$ cat src/rtl/adder32_arbiter.sv
// adder32_arbiter: two requesters share one 33-bit adder through a
// one-entry result slot. Arbitration is round-robin (RR_EN = 1) or fixed
// priority with requester 0 highest (RR_EN = 0). Each requester owns a
// saved carry so it can chain multi-word additions independently.
module adder32_arbiter #(
    parameter bit RR_EN = 1'b1
) (
    input  logic        clk_i,
    input  logic        rst_ni,

    input  logic        req0_valid_i,
    output logic        req0_ready_o,
    input  logic [31:0] req0_a_i,
    input  logic [31:0] req0_b_i,
    input  logic        req0_carry_i,
    input  logic        req0_chain_i,

    input  logic        req1_valid_i,
    output logic        req1_ready_o,
    input  logic [31:0] req1_a_i,
    input  logic [31:0] req1_b_i,
    input  logic        req1_carry_i,
    input  logic        req1_chain_i,

    output logic        res_valid_o,
    input  logic        res_ready_i,
    output logic [31:0] res_sum_o,
    output logic        res_carry_o,
    output logic        res_id_o,
    output logic        busy_o
);

    typedef enum logic {
        ST_EMPTY = 1'b0,
        ST_FULL  = 1'b1
    } state_t;

    // Shared 33-bit adder: {carry, sum} = a + b + cin
    function automatic logic [32:0] add33(input logic [31:0] a,
                                          input logic [31:0] b,
                                          input logic        cin);
        return {1'b0, a} + {1'b0, b} + {32'd0, cin};
    endfunction

    state_t      state_r;
    state_t      state_nxt_s;

    logic        last_grant_r;
    logic [1:0]  saved_carry_r;
    logic [31:0] res_sum_r;
    logic        res_carry_r;
    logic        res_id_r;

    logic        grant0_s;
    logic        grant1_s;
    logic        slot_free_s;
    logic        ready0_s;
    logic        ready1_s;
    logic        accept_s;
    logic [31:0] a_sel_s;
    logic [31:0] b_sel_s;
    logic        cin_sel_s;
    logic [32:0] add_s;

    // Arbitration: depends only on valids and last_grant, never on ready
    always_comb begin
        grant0_s = 1'b0;
        grant1_s = 1'b0;
        if (req0_valid_i && req1_valid_i) begin
            if ((RR_EN == 1'b1) && (last_grant_r == 1'b0)) begin
                grant1_s = 1'b1;
            end else begin
                grant0_s = 1'b1;
            end
        end else if (req0_valid_i) begin
            grant0_s = 1'b1;
        end else if (req1_valid_i) begin
            grant1_s = 1'b1;
        end else begin
            grant0_s = 1'b0;
            grant1_s = 1'b0;
        end
    end

    // State register of the result-slot FSM
    always_ff @(posedge clk_i or negedge rst_ni) begin
        if (!rst_ni) begin
            state_r <= ST_EMPTY;
        end else begin
            state_r <= state_nxt_s;
        end
    end

    // FSM output logic: slot availability and per-requester ready
    always_comb begin
        slot_free_s = 1'b0;
        case (state_r)
            ST_EMPTY: slot_free_s = 1'b1;
            ST_FULL:  slot_free_s = res_ready_i;
            default:  slot_free_s = 1'b0;
        endcase
        // Ready is held low while reset is asserted
        ready0_s = rst_ni & slot_free_s & grant0_s;
        ready1_s = rst_ni & slot_free_s & grant1_s;
        accept_s = ready0_s | ready1_s;
    end

    // FSM next-state logic
    always_comb begin
        state_nxt_s = state_r;
        case (state_r)
            ST_EMPTY: begin
                if (accept_s) begin
                    state_nxt_s = ST_FULL;
                end else begin
                    state_nxt_s = ST_EMPTY;
                end
            end
            ST_FULL: begin
                if (accept_s) begin
                    state_nxt_s = ST_FULL;
                end else if (res_ready_i) begin
                    state_nxt_s = ST_EMPTY;
                end else begin
                    state_nxt_s = ST_FULL;
                end
            end
            default: state_nxt_s = ST_EMPTY;
        endcase
    end

    // Operand mux steered by the grant, carry-in from chain or explicit input
    always_comb begin
        if (grant1_s) begin
            a_sel_s   = req1_a_i;
            b_sel_s   = req1_b_i;
            cin_sel_s = req1_chain_i ? saved_carry_r[1] : req1_carry_i;
        end else begin
            a_sel_s   = req0_a_i;
            b_sel_s   = req0_b_i;
            cin_sel_s = req0_chain_i ? saved_carry_r[0] : req0_carry_i;
        end
        add_s = add33(a_sel_s, b_sel_s, cin_sel_s);
    end

    // Result slot, saved carries and last_grant update on accepted transfers
    always_ff @(posedge clk_i or negedge rst_ni) begin
        if (!rst_ni) begin
            res_sum_r     <= 32'd0;
            res_carry_r   <= 1'b0;
            res_id_r      <= 1'b0;
            saved_carry_r <= 2'b00;
            last_grant_r  <= 1'b1;
        end else if (accept_s) begin
            res_sum_r    <= add_s[31:0];
            res_carry_r  <= add_s[32];
            res_id_r     <= ready1_s;
            last_grant_r <= ready1_s;
            if (ready1_s) begin
                saved_carry_r[1] <= add_s[32];
            end else begin
                saved_carry_r[0] <= add_s[32];
            end
        end else begin
            res_sum_r     <= res_sum_r;
            res_carry_r   <= res_carry_r;
            res_id_r      <= res_id_r;
            saved_carry_r <= saved_carry_r;
            last_grant_r  <= last_grant_r;
        end
    end

    assign req0_ready_o = ready0_s;
    assign req1_ready_o = ready1_s;
    assign res_valid_o  = (state_r == ST_FULL);
    assign busy_o       = (state_r == ST_FULL);
    assign res_sum_o    = res_sum_r;
    assign res_carry_o  = res_carry_r;
    assign res_id_o     = res_id_r;

endmodule

$ cat config.mk
export PLATFORM = sky130hd
export DESIGN_NAME = adder32_arbiter
export DESIGN_NICKNAME = d
export VERILOG_FILES = /design/src/rtl/adder32_arbiter.sv
export SDC_FILE = /design/constraint.sdc
export NUM_CORES = 1
export LEC_CHECK = 0
export CORE_AREA = 2 2 97 99
export CTS_CLUSTER_DIAMETER = 150
export CTS_CLUSTER_SIZE = 10
export DETAILED_ROUTE_END_ITERATION = 10
export DIE_AREA = 0 0 99 101
export GPL_TIMING_DRIVEN = 0
export PLACE_DENSITY = 0.92
export SLEW_MARGIN = 15
export SYNTH_ARGS = -nofsm -noshare
export SYNTH_HDL_FRONTEND = slang
export SYNTH_SLANG_ARGS = --single-unit
export TNS_END_PERCENT = 5
$ cat constraint.sdc
create_clock -name clk_i -period 5.7 [get_ports clk_i]
set_clock_uncertainty 0.1 [all_clocks]
set_input_delay 1.14 -clock clk_i [delete_from_list [all_inputs] [get_ports clk_i]]
set_output_delay 1.14 -clock clk_i [all_outputs]
set_load 0.01 [all_outputs]
; Yosys cells after proc, flatten, opt, wreduce, memory -nomap -nowiden
; Cells that the tools add are included.
[totals]
register_bits = 38
elab_cells = 35
output_inout_bits = 38
in_bits = 137
[classes]
n_bitwise = 6
mux = 17
addsub = 2
n_reduce_logical = 3
[ops]
columns = cell, count
row1 = two-way mux 32 bit, 2
row2 = adder 32 x 32 -> 33 bit, 1
row3 = adder 33 x 1 -> 33 bit, 1
row4 = two-way mux 1 bit, 13
row5 = one-hot mux 1 bit (2 select lines), 2
row6 = AND reduction 2 bit, 2
row7 = bitwise AND 1 bit, 3
row8 = inverter 1 bit, 2
row9 = logical AND 1 bit, 1
row10 = bitwise OR 1 bit, 1

; Depth between registers and ports, before layout
[logic_depth]
word_depth = 7
depth_mapped = 14
depth_no_buf = 13

; Least setup slack after synthesis
; OpenSTA, ideal clock, no wires.
[synth_timing]
kind = input to register
from = input port req1_valid_i
to = register res_sum_r[28], in the netlist res_sum_o[28]
path_buffers = 2
t_arrival_ns = 4.489
stages = 12
path_slack_ns = 1.043
required_ns = 5.531
setup_time_ns = 0.069
cell_sequence = a21boi_0 -> clkbuf_1 -> clkbuf_1 -> mux2_2 -> fa_1 -> a21o_1 -> a311oi_1 -> or3_4 -> a211oi_2 -> o211a_4 -> or4_1 -> nand3_1
[synth_between]
elab_chain_len = 6
word_cells_on_any_way = 13
cone_classes = add/sub (2) / mux (7) / bitwise (3) / reduce/logical (1)
[synth_lines]
columns = item, line_no
row1 = "start, declared", 18  ; input logic req1_valid_i,
row2 = two-way mux 1 bit, 77  ; end else if (req1_valid_i) begin
row3 = two-way mux 1 bit, 75  ; end else if (req0_valid_i) begin
row4 = two-way mux 1 bit, 69  ; if (req0_valid_i && req1_valid_i) begin
row5 = two-way mux 32 bit, 134  ; if (grant1_s) begin
row6 = adder 32 x 32 -> 33 bit, 42  ; return {1'b0, a} + {1'b0, b} + {32'd0, cin};
row7 = adder 33 x 1 -> 33 bit, 42
row8 = "end signal, assigned", 155  ; res_sum_r <= add_s[31:0];
row9 = "end signal, assigned", 165  ; res_sum_r <= res_sum_r;
row10 = "end, declared", 50  ; logic [31:0] res_sum_r;
; Several ways; a longest one is shown, not always the timed one.
; A chain may end at the register's enable or synchronous reset.

; Worst setup path in the final report
[layout_timing]
from = input port req1_valid_i
to = register res_sum_r[26], in the netlist res_sum_o[26]
; The elaborated chain is that of the path after synthesis.

==> flow_metrics.py <==
metrics = {
    "clock_network": {
        "post_cts.repair.setup_buffers": 0,
        "clock_tree_from_tritoncts": "yes",
        "numCtsBuffers": 5,
        "count_of_hold_fix_buffers_inserted_at_cts": 0,
        "cts_num_sinks": 38,
        "cts_repair_resize_count": 1,
        "ctsRootBufferMaster": "clkbuf_8",
        "h_tree_levels": 2,
        "insertion_delay_ns": 0.30,
        "cts_buffer_depth": 2,
        "worst_setup_hold_path_clk_slew_ns": 0.08,
    },
    "drt": {
        "first_drt_iteration_drcs": 218,
        "drt_pre_antenna_iters": 6,
        "final_antenna_net_count": 0,
        "routed_wire_length_um": 13130,
        "drt_drc_violations_left": 0,
        "total_vias_in_the_final_route": 4530,
        "route.detailed.vias_per_inst": 5.875,
        "routedWlPerCell_um": 17.03,
    },
    "worst_setup_path": {
        "worst_path_max_delay_cell": "clkdlybuf4s50_1",
        "cp_slowest_stage_delay_ns": 0.53,
        "worst-r2r-cell-count": 12,
        "worstSetupEndpointType": "register",
        "critical_path_required_ns": 5.84,
        "worst-endpoint-arrival_ns": 5.62,
        "crit_chain": "clkdlybuf4s50_1 > a21boi_0 > clkbuf_2 > clkbuf_2 > mux2_2 > fa_1 > a21o_1 > a311oi_1 > or3_4 > a2111oi_4 > o2111a_1 > or4_1 > nand3_1",
        "critical_path_class": "input port to register",
        "worst_path_most_repeated_cell": "clkbuf_2",
        "crit_path_start_kind": "input port",
        "timing.critical_path.fanout_max": 10,
    },
    "sta": {
        "clock.fmax_mhz": 182.6,
        "report.final.hold_viol_count": 0,
        "final.period_utilization_pct": 96.10,
        "finalMaxSlewViolations": 0,
        "grt_setup_unrepaired": "false",
        "report.final.setup_viol": 0,
        "final_critical_path_setup_slack_ns": 0.2225,
        "slew_headroom_pct": 24.64,
        "worst-slew-pin-transition_ns": 1.119,
        "min_period_ns": 5.478,
    },
    "outcome": {
        "run_status": "finished, final reports clean",
    },
    "floorplan": {
        "placeableCoreArea_um2": 8977,
        "dieHeight_um": 101,
        "rows": 35,
        "design.portCount": 175,
        "dieWidth_um": 99,
        "die-area_um2": 9999,
        "starting_utilization_of_the_core_area_pct": 45.83,
    },
    "yosys": {
        "yosysWarningCount": 0,
        "async_sr_flop_fraction_pct": 100.0,
        "mappedNetlistNets": 647,
        "number_of_enable_type_register_cells_in_the_synthesized_netlist": 0,
        "syn_area_per_cell_um2": 8.625,
        "synth_top_cell_area_share_pct": 22.51,
        "synth_seq_cells": 38,
        "synth.area.top_cells": "dfrtp_1, mux2_2, ha_1",
        "syn-instance-count": 477,
        "synth_area_leader_cell": "dfrtp_1",
        "synth.yosys.seq_area_share_pct": 23.14,
        "synth.cell_area_um2": 4114,
        "synth_ff_type": "dfrtp_1",
        "synth.lib_cells_used.distinct": 54,
    },
    "global_routing": {
        "globalRouteTotalUtil_pct": 26.05,
        "initial_antenna_violation_count": 0,
        "grt_pass1_vias": 4659,
        "grt_overflow_total": 0,
        "grt_pass1_wl_um": 21310,
        "largest_net_degree_at_the_start_of_global_routing": 22,
    },
    "finish": {
        "area_growth_syn_to_layout_pct": 48.66,
        "num_antenna_cells": 0,
        "final_cell_area_um2": 6116,
        "layout_cells_sized_above_1_pct": 14.24,
        "final_net_count": 829,
    },
    "place": {
        "port_buffers": 174,
        "dp_worst_setup_slack_ns": -0.4268,
        "area_after_dpl_um2": 6017,
        "globalplace.congestion": 0.9693,
        "dp_hpwl_um": 10660,
    },
    "power": {
        "p_per_area_nw_per_um2": 274.3,
        "leakagePower_nw": 2.545,
        "ir_worst_vdd_mv": 0.1216,
    },
    "worst_hold_path": {
        "hold_path.class": "register to register",
        "min_path_cells": 2,
    },
    "flow_run": {
        "max-cap-violations": 0,
    },
}
## through the flow
step           std cells  setup TNS [ns]  hold WS [ns]  total power [mW]  util, %
5_1_grt              771               0        0.4132             1.791    68.13
4_1_cts              771               0        0.3878             1.670    68.10
6_report             771               0        0.3853             1.677    68.13
3_3_place_gp         762          -2.036        0.3628             1.421    66.77
2_1_floorplan        477               0        0.3611             1.013        -
3_5_place_dp         763          -3.804        0.3700             1.462    67.02
## cell usage in the layout (no fill, tap or decap), types with 3 or more instances in the layout
cell             synthesis  layout
clkbuf_8                 0       6
o21ai_0                 38      38
nand3_1                 15      15
nand2b_1                 6       6
o2111a_1                 3       3
a211o_1                  5       5
nor2_1                  19      19
a31oi_1                  5       5
dfrtp_1                 37      37
inv_1                   10      10
mux2i_1                  6       6
ha_1                    31      31
o31ai_1                  3       3
and3_1                   3       3
nor3_1                   6       6
clkbuf_1                23      20
clkdlybuf4s50_1          0     173
clkbuf_2                 0       3
xor2_1                   6       6
and2_1                   3       3
a21o_1                  16      16
xnor2_1                 13      13
nand2_1                 59      59
o21bai_1                 5       5
or4_1                    5       5
a21oi_1                 36      36
o211ai_1                 6       6
mux2_2                  64      64
or3_1                    3       3
nand4_1                 11      11
a211oi_1                 3       3
o21a_1                   5       5
a221o_1                  4       4
## synthesized netlist by cell type, drive strengths merged, types with 5 or more instances
master,instances
ha,31
inv,10
a31oi,5
nor3,6
clkbuf,23
o21ai,40
a21o,16
o211ai,6
nand4,11
o21a,5
a21oi,37
nor2,19
xnor2,13
nand3,15
mux2i,6
a211oi,5
or4,5
mux2,64
nand2b,6
nand2,59
xor2,6
a211o,5
dfrtp,37
o21bai,5
## state kept, by name (all words and copies together), names as in the netlist
signal,flops
res_id_o,1
busy_o,1
saved_carry_r,2
res_sum_o,32
last_grant_r,1
res_carry_o,1
## critical path, delay by kind of cell
| family | cells | cell delay, ns |
|---|---|---|
| buffers and inverters | 3 | 1.33 |
| adder cells (fa/ha/maj) | 1 | 0.45 |
| AND/OR/NAND/NOR | 3 | 0.80 |
| AO/OA/AOI/OAI | 5 | 1.47 |
| multiplexers | 1 | 0.41 |
## cells by family after synthesis
family / count (synthesis) / synth area share [%]
buffers and inverters: 36 / 3.589
adder cells (fa/ha/maj): 33 / 10.40
multiplexers: 70 / 18.98
AND/OR/NAND/NOR: 135 / 15.54
XOR/XNOR: 19 / 4.045
flip-flops: 38 / 23.14
AO/OA/AOI/OAI: 146 / 24.30
## final timing paths
kind / slack [ns] / start / to
worst max-delay path: 0.22 / req1_valid_i / res_sum_o[26]$_DFFE_PN0P_
worst min-delay path: 0.39 / res_sum_o[29]$_DFFE_PN0P_ / res_sum_o[29]$_DFFE_PN0P_
worst max register to register: 1.23 / last_grant_r$_DFFE_PN1P_ / res_sum_o[26]$_DFFE_PN0P_
worst min register to register: 0.39 / res_sum_o[29]$_DFFE_PN0P_ / res_sum_o[29]$_DFFE_PN0P_
max in group asynchronous: 4.31 / rst_ni / res_sum_o[0]$_DFFE_PN0P_
min in group asynchronous: 0.70 / rst_ni / res_id_o$_DFFE_PN0P_
## metal layers
metal | part of all wire, % | track usage [%] | vias to the layer above | wire, µm
li1 | - | - | 2142 | -
met1 | 37 | 29.39 | 2102 | 4879
met3 | 9.2 | 6.657 | 36 | 1205
met5 | 0 | 0 | - | 0
met2 | 51 | 47.30 | 250 | 6637
met4 | 3.1 | 9.589 | 0 | 409
## final cells by class
cell class	instances	area [µm²]
Multi-Input combinational cell	403	3014
Fill cell	721	2861
Timing Repair Buffer	175	1764
Sequential cell	38	952.2
Tap cell	111	138.9
Buffer	26	113.9
Clock buffer	6	82.58
Inverter	10	37.54
Clock inverter	2	12.51
## where the power goes
group	switching, mW	internal, mW
Combinational	0.509	0.532
Clock	0.109	0.0975
Sequential	0.0579	0.372
Note: power is estimated with default switching activity, not from simulation.
